`src/rtl/mips_define.sv`:
```
// Shared definitions for the MIPS pipeline front end.
// Next-PC select codes, the NOP word, fetch FSM states and IF/ID bundle.
package mips_define;

  localparam logic [2:0] PC_NEXT     = 3'd0;
  localparam logic [2:0] PC_JUMP     = 3'd1;
  localparam logic [2:0] PC_BRANCH   = 3'd2;
  localparam logic [2:0] PC_FWD_DATA = 3'd3;

  localparam logic [31:0] NOP = 32'h0000_0000;

  typedef enum logic {
    RUN     = 1'b0,
    PENDING = 1'b1
  } fetch_state_t;

  typedef struct packed {
    logic [31:0] inst;
    logic [31:0] pc;
    logic        valid;
  } if_id_t;

endpackage

```
`src/rtl/if_next_pc.sv`:
```
// Redirect detection and jump/branch/jr target for the instruction in ID.
// In: id_valid, id_en, pc_src, pc_id, inst, rs_fwd_data. Out: redirect, target, misaligned.
module if_next_pc
  import mips_define::*;
(
  input  logic        id_valid,
  input  logic        id_en,
  input  logic [2:0]  pc_src,
  input  logic [31:0] pc_id,
  input  logic [31:0] inst,
  input  logic [31:0] rs_fwd_data,
  output logic        redirect,
  output logic [31:0] target,
  output logic        misaligned
);

  logic [31:0] pc4;
  logic [31:0] br_off;
  logic        live;

  assign pc4    = pc_id + 32'd4;
  assign br_off = {{14{inst[15]}}, inst[15:0], 2'b00};
  assign live   = id_valid & id_en;

  always_comb begin
    redirect   = 1'b0;
    target     = pc4;
    misaligned = 1'b0;
    unique case (1'b1)
      pc_src == PC_JUMP: begin
        redirect = live;
        target   = {pc4[31:28], inst[25:0], 2'b00};
      end
      pc_src == PC_BRANCH: begin
        redirect = live;
        target   = pc4 + br_off;
      end
      pc_src == PC_FWD_DATA: begin
        redirect   = live;
        target     = {rs_fwd_data[31:2], 2'b00};
        misaligned = live & (|rs_fwd_data[1:0]);
      end
      default: begin
        redirect = 1'b0;
      end
    endcase
  end

endmodule

```
`src/rtl/if_stage.sv`:
```
// Instruction fetch stage: PC, req/ack imem port, IF/ID register.
// Delay-slot aware redirect FSM (RUN/PENDING), stall counter, jr misalign pulse.
module if_stage
  import mips_define::*;
#(
  parameter logic [31:0] RESET_PC = 32'h0000_0000
) (
  input  logic        clk,
  input  logic        rst_n,
  input  logic        if_rst,
  input  logic        if_en,
  input  logic        id_rst,
  input  logic        id_en,
  input  logic [2:0]  pc_src,
  input  logic [31:0] rs_fwd_data,
  output logic        imem_req,
  output logic [31:0] imem_addr,
  input  logic        imem_ack,
  input  logic [31:0] imem_rdata,
  output logic [31:0] inst,
  output logic [31:0] pc_id,
  output logic        id_valid,
  output logic        if_valid,
  output logic        fetch_misaligned,
  output logic [31:0] stall_cycles
);

  fetch_state_t state;
  if_id_t       id_q;
  logic [31:0]  pc_if;
  logic [31:0]  pend_pc;
  logic [31:0]  target;
  logic         accept;
  logic         redirect;
  logic         mis;

  assign imem_req  = if_en & if_valid;
  assign imem_addr = pc_if;
  assign accept    = imem_req & imem_ack;
  assign inst      = id_q.inst;
  assign pc_id     = id_q.pc;
  assign id_valid  = id_q.valid;

  if_next_pc u_next_pc (
    .id_valid    (id_q.valid),
    .id_en       (id_en),
    .pc_src      (pc_src),
    .pc_id       (id_q.pc),
    .inst        (id_q.inst),
    .rs_fwd_data (rs_fwd_data),
    .redirect    (redirect),
    .target      (target),
    .misaligned  (mis)
  );

  // Survives if_rst; only the global reset clears it.
  always_ff @(posedge clk) begin
    if (!rst_n) begin
      stall_cycles <= '0;
    end else if (imem_req && !imem_ack && !(&stall_cycles)) begin
      stall_cycles <= stall_cycles + 32'd1;
    end
  end

  always_ff @(posedge clk) begin
    if (!rst_n || if_rst) begin
      pc_if            <= RESET_PC;
      pend_pc          <= RESET_PC;
      state            <= RUN;
      id_q             <= '0;
      if_valid         <= 1'b0;
      fetch_misaligned <= 1'b0;
    end else begin
      if_valid         <= 1'b1;
      fetch_misaligned <= mis;

      if (id_rst) begin
        id_q.inst  <= NOP;
        id_q.valid <= 1'b0;
      end else if (id_en) begin
        if (accept) begin
          id_q.inst  <= imem_rdata;
          id_q.pc    <= pc_if;
          id_q.valid <= 1'b1;
        end else begin
          id_q.inst  <= NOP;
          id_q.valid <= 1'b0;
        end
      end

      // A redirect without a fetched delay slot parks the target
      // until the slot word is finally acknowledged.
      if (if_en) begin
        unique case (state)
          RUN: begin
            if (redirect && accept) begin
              pc_if <= target;
            end else if (redirect) begin
              pend_pc <= target;
              state   <= PENDING;
            end else if (accept) begin
              pc_if <= pc_if + 32'd4;
            end
          end
          PENDING: begin
            if (accept) begin
              pc_if <= pend_pc;
              state <= RUN;
            end
          end
          default: state <= RUN;
        endcase
      end
    end
  end

endmodule

```
`config.mk`:
```
export PLATFORM = sky130hd
export DESIGN_NAME = if_stage
export DESIGN_NICKNAME = d
export VERILOG_FILES = /design/src/rtl/mips_define.sv /design/src/rtl/if_next_pc.sv /design/src/rtl/if_stage.sv
export SDC_FILE = /design/constraint.sdc
export NUM_CORES = 1
export LEC_CHECK = 0
export BUFFER_PORTS_ARGS = -buffer_cell sky130_fd_sc_hd__clkbuf_2
export CORE_MARGIN = 1
export CORE_UTILIZATION = 55
export CTS_CLUSTER_DIAMETER = 60
export DETAILED_ROUTE_END_ITERATION = 7
export GPL_TIMING_DRIVEN = 0
export MAX_ROUTING_LAYER = met4
export PLACE_DENSITY = 0.86
export SLEW_MARGIN = 10
export SYNTH_ARGS = -nofsm -noshare
export SYNTH_HDL_FRONTEND = slang
export SYNTH_HIERARCHICAL = 1
export SYNTH_SLANG_ARGS = --single-unit
```
`constraint.sdc`:
```
create_clock -name clk -period 5.7 [get_ports clk]
set_clock_uncertainty 0.2 [all_clocks]
set_input_delay 0 -clock clk [delete_from_list [all_inputs] [get_ports clk]]
set_output_delay 0 -clock clk [all_outputs]
set_load 0.1 [all_outputs]
```
# Word level (Yosys, flattened, before mapping)
# Index checks and enable logic that the tools add are counted.
# word_totals
elab_cells	56
input_bits	74
rom_bits	0
latchBits	0
mem_count	0
ram_bits	0
ff_bits	164
# op_classes
multipliers	0
n_addsub	4
muxes	14
reduce_logical	15
order_cmp	0
div	0
n_bitwise	8
eq_ne	6
shift	0
# ops
operator	n
32-bit 2-to-1 mux	5
32-bit one-hot mux with 3 select lines	1
32-bit by 3-bit adder with 32-bit output (second input constant)	2
32-bit one-hot mux with 2 select lines	1
32-bit by 1-bit adder with 32-bit output (second input constant)	1
32-bit adder	1
32-bit AND reduction	1
4-bit AND reduction	2
3-bit by 2-bit equality test with 1-bit output (second input constant)	2
1-bit 2-to-1 mux	6
3-bit inequality test (second input constant)	2
2-bit OR reduction	3
1-bit bitwise AND	4
1-bit inverter	4
3-bit by 1-bit equality test with 1-bit output (second input constant)	1
1-bit logical AND	3
1-bit logical NOT	3
3-bit AND reduction	1
3-bit OR reduction	1
2-bit by 1-bit inequality test with 1-bit output (second input constant)	1
1-bit one-hot mux with 2 select lines	1
1-bit logical OR	1

# Depth between registers and ports, before layout
# logic_depth
depth_word	6
mapped_depth	22

# By module
# The synthesis kept the hierarchy.
# modules_own_cells
module	area_per_inst_um2	cells_per_inst	n_inst	seq_area_each_um2
if_stage	7518.5	983	1	3283.1
if_next_pc	3121.7	481	1	0.0

# Least setup slack after synthesis
# Ideal clock, no wire load.
# synth_path
kind	register -> register
from	reg id_q, in the netlist pc_id[8]
to	reg pc_if[31] (netlist: imem_addr[31])
period_less_slack_ns	5.278
path_slack_ns	0.422
setup_ns	0.086
path_stages_with_launch	22
t_arrival_ns	4.992
path_buffers	1
cell_sequence	dfxtp_1 and4_4 nand4_4 nor4_2 and3_1 nand2_1 xnor2_1 ha_1 buf_2 a21o_1 a21o_1 nor4_1 nand4_1 a31oi_1 a21oi_1 xor2_1 and3_1 nor3_2 nor2_1 a221oi_1 a21oi_1 a211oi_1
# synth_between
elab_chain_len	5
# synth_lines
item	line_no	source
start: declaration	if_stage.sv:29	if_id_t id_q;
32-bit by 3-bit adder with 32-bit output *	if_next_pc.sv:21	assign pc4 = pc_id + 32'd4;
32-bit adder	if_next_pc.sv:36	target = pc4 + br_off;
32-bit one-hot mux with 3 select lines *	if_next_pc.sv:29	unique case (1'b1)
named net target[31]	if_stage.sv:32	logic [31:0] target;
32-bit 2-to-1 mux *	if_stage.sv:96	if (redirect && accept) begin
32-bit one-hot mux with 2 select lines *	if_stage.sv:94	unique case (state)
end signal: assignment	if_stage.sv:97	pc_if <= target;
end signal: assignment	if_stage.sv:102	pc_if <= pc_if + 32'd4;
end signal: assignment	if_stage.sv:107	pc_if <= pend_pc;
end: declaration	if_stage.sv:30	logic [31:0] pc_if;
# Mark *: on every way through the listed nets, which the timed path passes. The rest lies on a longest branch.
# A chain may end at the register's enable or synchronous reset.

# Final worst setup path
# layout_path
from	reg id_q, in the netlist pc_id[2]
to	reg pend_pc[31]
# layout_between
elab_chain_len	3
# layout_lines
item	line_no	source
32-bit by 3-bit adder with 32-bit output *	if_next_pc.sv:21	
32-bit adder	if_next_pc.sv:36	
32-bit one-hot mux with 3 select lines *	if_next_pc.sv:29	
named net target[31]	if_stage.sv:32	
end signal: assignment	if_stage.sv:99	pend_pc <= target;
end: declaration	if_stage.sv:31	logic [31:0] pend_pc;
# Marks and branches as above.

==> metrics.csv <==
stage,metric,value,unit
layout,diodes,0,
power_and_ir_drop,clockPowerShare,0.461,
sta,setup_viol,0,
detailed_routing,vias,12200,
power_and_ir_drop,p_int,1.86,mW
synthesis,yosysWarningCount,6,
layout,fillCellCount,1601,
detailed_routing,wl_per_cell,19.7,um
power_and_ir_drop,power_frac_seq,0.445,
global_route,grt_first_pass_wirelength,60400,um
sta,slew-limit-headroom,0.377,
sta,tightest_slew,933,ps
global_route,grt_pass1_vias,11300,
clock_tree,numCtsBuffers,17,
die,die_area,0.0199,mm^2
synthesis,ys_dominant_reg_cell,dfxtp_1,
worst_hold_path,worstHoldPathType,input pin to flip-flop,
layout,stdcell_count,2009,
sta,slew_viol_final,0,
global_route,antenna_found_initial,0,
layout,final-seq-area,0.00328,mm^2
placement,port_buffers,203,
synthesis,synthArstFlopShare,0,
placement,gp_congestion,1.02,
power_and_ir_drop,power_leakage,5.07,nW
flow_run,max-cap-violations,0,
clock_tree,cts.htree.levels,4,
detailed_routing,dr.first_iter.drc_count,1478,
placement,post-place-cells,1927,
layout,area_delta_synth_final,23.3,%
die,core,0.0188,mm^2
clock_tree,cts_tree,yes,
sta,period_minus_slack,5470,ps
detailed_routing,post-route-drc-count,3,
clock_tree,clk_path_buf_depth,2,
outcome,status,"finished, violations left",
die,start_util,0.565,
power_and_ir_drop,pwr-share-comb,0.094,
synthesis,synth_seq_cells,164,
clock_tree,root_buffer,clkbuf_16,
global_route,grt_max_degree,20,
clock_tree,postCtsSetupRepairBufs,0,
power_and_ir_drop,p_switching,0.729,mW
synthesis,yosysSeqAreaShare,0.309,
outcome,violations,design-rule violations,
critical_path,cp_max_fo,8,
detailed_routing,routed_wl,39600,um
synthesis,synth-edff-count,0,
layout,multi_input_area,0.00685,mm^2
synthesis,syn_nets,1575,
power_and_ir_drop,ir_worst_vdd,0.218,mV
layout,final_nets,1847,
die,dieHeight,141,um
detailed_routing,via_per_inst,6.10,
detailed_routing,first_pass_iters,8,
clock_tree,cts_sinks,164,
die,io_pins,206,
synthesis,syn-cell-area,0.0106,mm^2
critical_path,crit_path_end_kind,flip-flop,
global_route,grt-ovfl-total,0,
clock_tree,clk_pin_slew_worst_paths,80,ps
synthesis,synthCells,1464,
power_and_ir_drop,p_sw_frac,0.281,
clock_tree,clk_latency,440,ps
synthesis,avgSynthCellArea,7.27,um^2
power_and_ir_drop,report.power.total,2.59,mW
sta,final.period_utilization,0.960,
critical_path,start_kind,flip-flop,
power_and_ir_drop,pwr_density_cell,198,mW/mm^2
detailed_routing,postRouteAntennaNets,0,
die,die_w,141,um
synthesis,yosysUniqueCellTypes,84,
placement,hpwl,29000,um
critical_path,cp.required,5870,ps
sta,fmax,0.183,GHz
die,row_count,50,
global_route,grt_util_all_layers,0.403,
sta,final_hold_viol_count,0,
critical_path,arrival,5650,ps
critical_path,critPathKind,flip-flop to flip-flop,
layout,drive_above_1_share,0.157,
[cell families (layout without fill, tap and decap cells)]
kind of cell | Yosys count | after routing | share of synthesized area
AO/OA/AOI/OAI | 439 | 439 | 0.243
XOR/XNOR | 68 | 68 | 0.0581
adder cells (fa/ha/maj) | 37 | 37 | 0.0442
buffers and inverters | 127 | 412 | 0.0499
flip-flops | 164 | 164 | 0.309
multiplexers | 12 | 12 | 0.0114
AND/OR/NAND/NOR | 617 | 617 | 0.285
[state kept, by name (all words and copies together) (netlist names)]
name / count
fetch_misaligned: 1
id_valid: 1
if_valid: 1
imem_addr: 32
inst: 32
pc_id: 32
pend_pc: 32
stall_cycles: 32
state: 1
[worst max-delay path, stage by stage (launching register included)]
cell	delay (ps)
dfxtp_1	470
ha_1	240
nand3_1	210
nor4_4	420
and3_1	280
nand2_1	80
xnor2_1	260
ha_1	280
buf_2	170
a21o_1	170
a21o_1	200
nor4_1	280
nand4_1	230
a31oi_1	290
a21oi_1	120
xor2_1	180
and3_1	250
nor3_4	290
nand2_1	80
dlygate4sd3_1	580
a21oi_1	130
[cells in the final DEF (no fill, tap or decap), types with 6 or more instances in the layout]
master / netlist / layout
a21o_1: 14 / 14
and4_1: 11 / 11
buf_1: 6 / 6
or4_1: 12 / 12
nand3_1: 74 / 74
and2_1: 8 / 8
or3_1: 17 / 17
clkbuf_1: 78 / 78
dlygate4sd3_1: 0 / 50
o31ai_1: 13 / 13
a31oi_1: 10 / 10
nor3_1: 17 / 17
xnor2_1: 34 / 34
and3_1: 18 / 18
o21ai_0: 78 / 78
o21bai_1: 7 / 7
buf_2: 7 / 7
nand2b_1: 46 / 46
o21ai_1: 14 / 14
nand4_1: 25 / 25
ha_1: 36 / 36
nor4_1: 9 / 9
a211oi_1: 14 / 14
dfxtp_1: 164 / 164
a21oi_1: 210 / 210
clkbuf_16: 0 / 17
mux2i_1: 11 / 11
clkbuf_2: 0 / 203
nor2_1: 95 / 95
o211ai_1: 19 / 19
xor2_1: 31 / 31
nor2b_1: 7 / 7
inv_1: 30 / 30
nand2_1: 248 / 248
o22ai_1: 13 / 13
[power by group through the flow]
stage	logic, mW	registers [mW]	clock network [mW]
after floorplan	0.101	1.20	0
after global placement	0.205	1.18	0
after detailed placement	0.206	1.18	0
after CTS	0.233	1.15	1.20
after global routing	0.254	1.15	1.24
final	0.242	1.15	1.20
[final timing paths]
kind	to	startpoint	slack [ps]	cells after the start
worst min-delay path	pend_pc[17]$_SDFFE_PN0P_	rs_fwd_data[17]	20	7
worst max-delay path	pend_pc[31]$_SDFFE_PN0P_	pc_id[2]$_SDFFE_PN0P_	230	20
worst max register to register	pend_pc[31]$_SDFFE_PN0P_	pc_id[2]$_SDFFE_PN0P_	230	20
worst min register to register	pend_pc[2]$_SDFFE_PN0P_	pend_pc[2]$_SDFFE_PN0P_	260	2
[Yosys cell counts (all sizes together) (3+ instances only)]
library cell | n | area (um^2)
a211oi | 16 | 130
a21o | 16 | 123
a21oi | 211 | 1060
a22oi | 4 | 30.0
a31oi | 10 | 62.6
and2 | 10 | 63.8
and3 | 19 | 120
and4 | 14 | 129
buf | 15 | 80.1
clkbuf | 81 | 334
dfxtp | 164 | 3280
ha | 36 | 450
inv | 30 | 113
mux2i | 11 | 110
nand2 | 248 | 931
nand2b | 46 | 288
nand3 | 76 | 405
nand3b | 3 | 22.5
nand4 | 26 | 178
nor2 | 95 | 357
nor2b | 7 | 43.8
nor3 | 20 | 115
nor3b | 4 | 30.0
nor4 | 10 | 68.8
o211ai | 19 | 143
o21a | 5 | 37.5
o21ai | 93 | 469
o21bai | 8 | 71.3
o22a | 5 | 43.8
o22ai | 13 | 81.3
o31ai | 13 | 97.6
or2 | 4 | 25.0
or3 | 17 | 106
or4 | 13 | 101
xnor2 | 36 | 330
xor2 | 32 | 288
[layer usage]
metal	global-route usage	routed length [um]	vias up
met3	0.0686	3790	111
met1	0.513	16400	5681
met2	0.629	18100	687
met4	0.176	1380	0
met5	-	0	-
li1	-	-	5767
[through the flow]
| stage | TNS, ps | cell area (um^2) | setup slack, ps | hold slack (ps) | utilization |
|---|---|---|---|---|---|
| final | 0 | 13100 | 226 | 18.0 | 0.696 |
| after global routing | -16.6 | 13100 | -16.6 | 31.2 | 0.696 |
| after CTS | 0 | 13100 | 218 | 1.54 | 0.695 |
| after detailed placement | 0 | 12000 | 378 | 61.5 | 0.636 |
| after global placement | 0 | 12000 | 318 | 58.2 | 0.636 |
| after floorplan | 0 | 10600 | 422 | -47.2 | - |
[area by class of cell]
cell class                      count  area share
Clock inverter                     15      0.0142
Multi-Input combinational cell   1173       0.522
Inverter                           31     0.00887
Tap cell                          260      0.0248
Clock buffer                       17      0.0324
Timing Repair Buffer              253       0.116
Sequential cell                   164       0.250
Buffer                             96      0.0316
[timing repair]
action	in CTS	in global routing
resized for setup	0	3
setup endpoints to repair	0	2
hold buffers	50	0
endpoints found under the hold margin	58	0
Note: power is estimated with default switching activity, not from simulation.
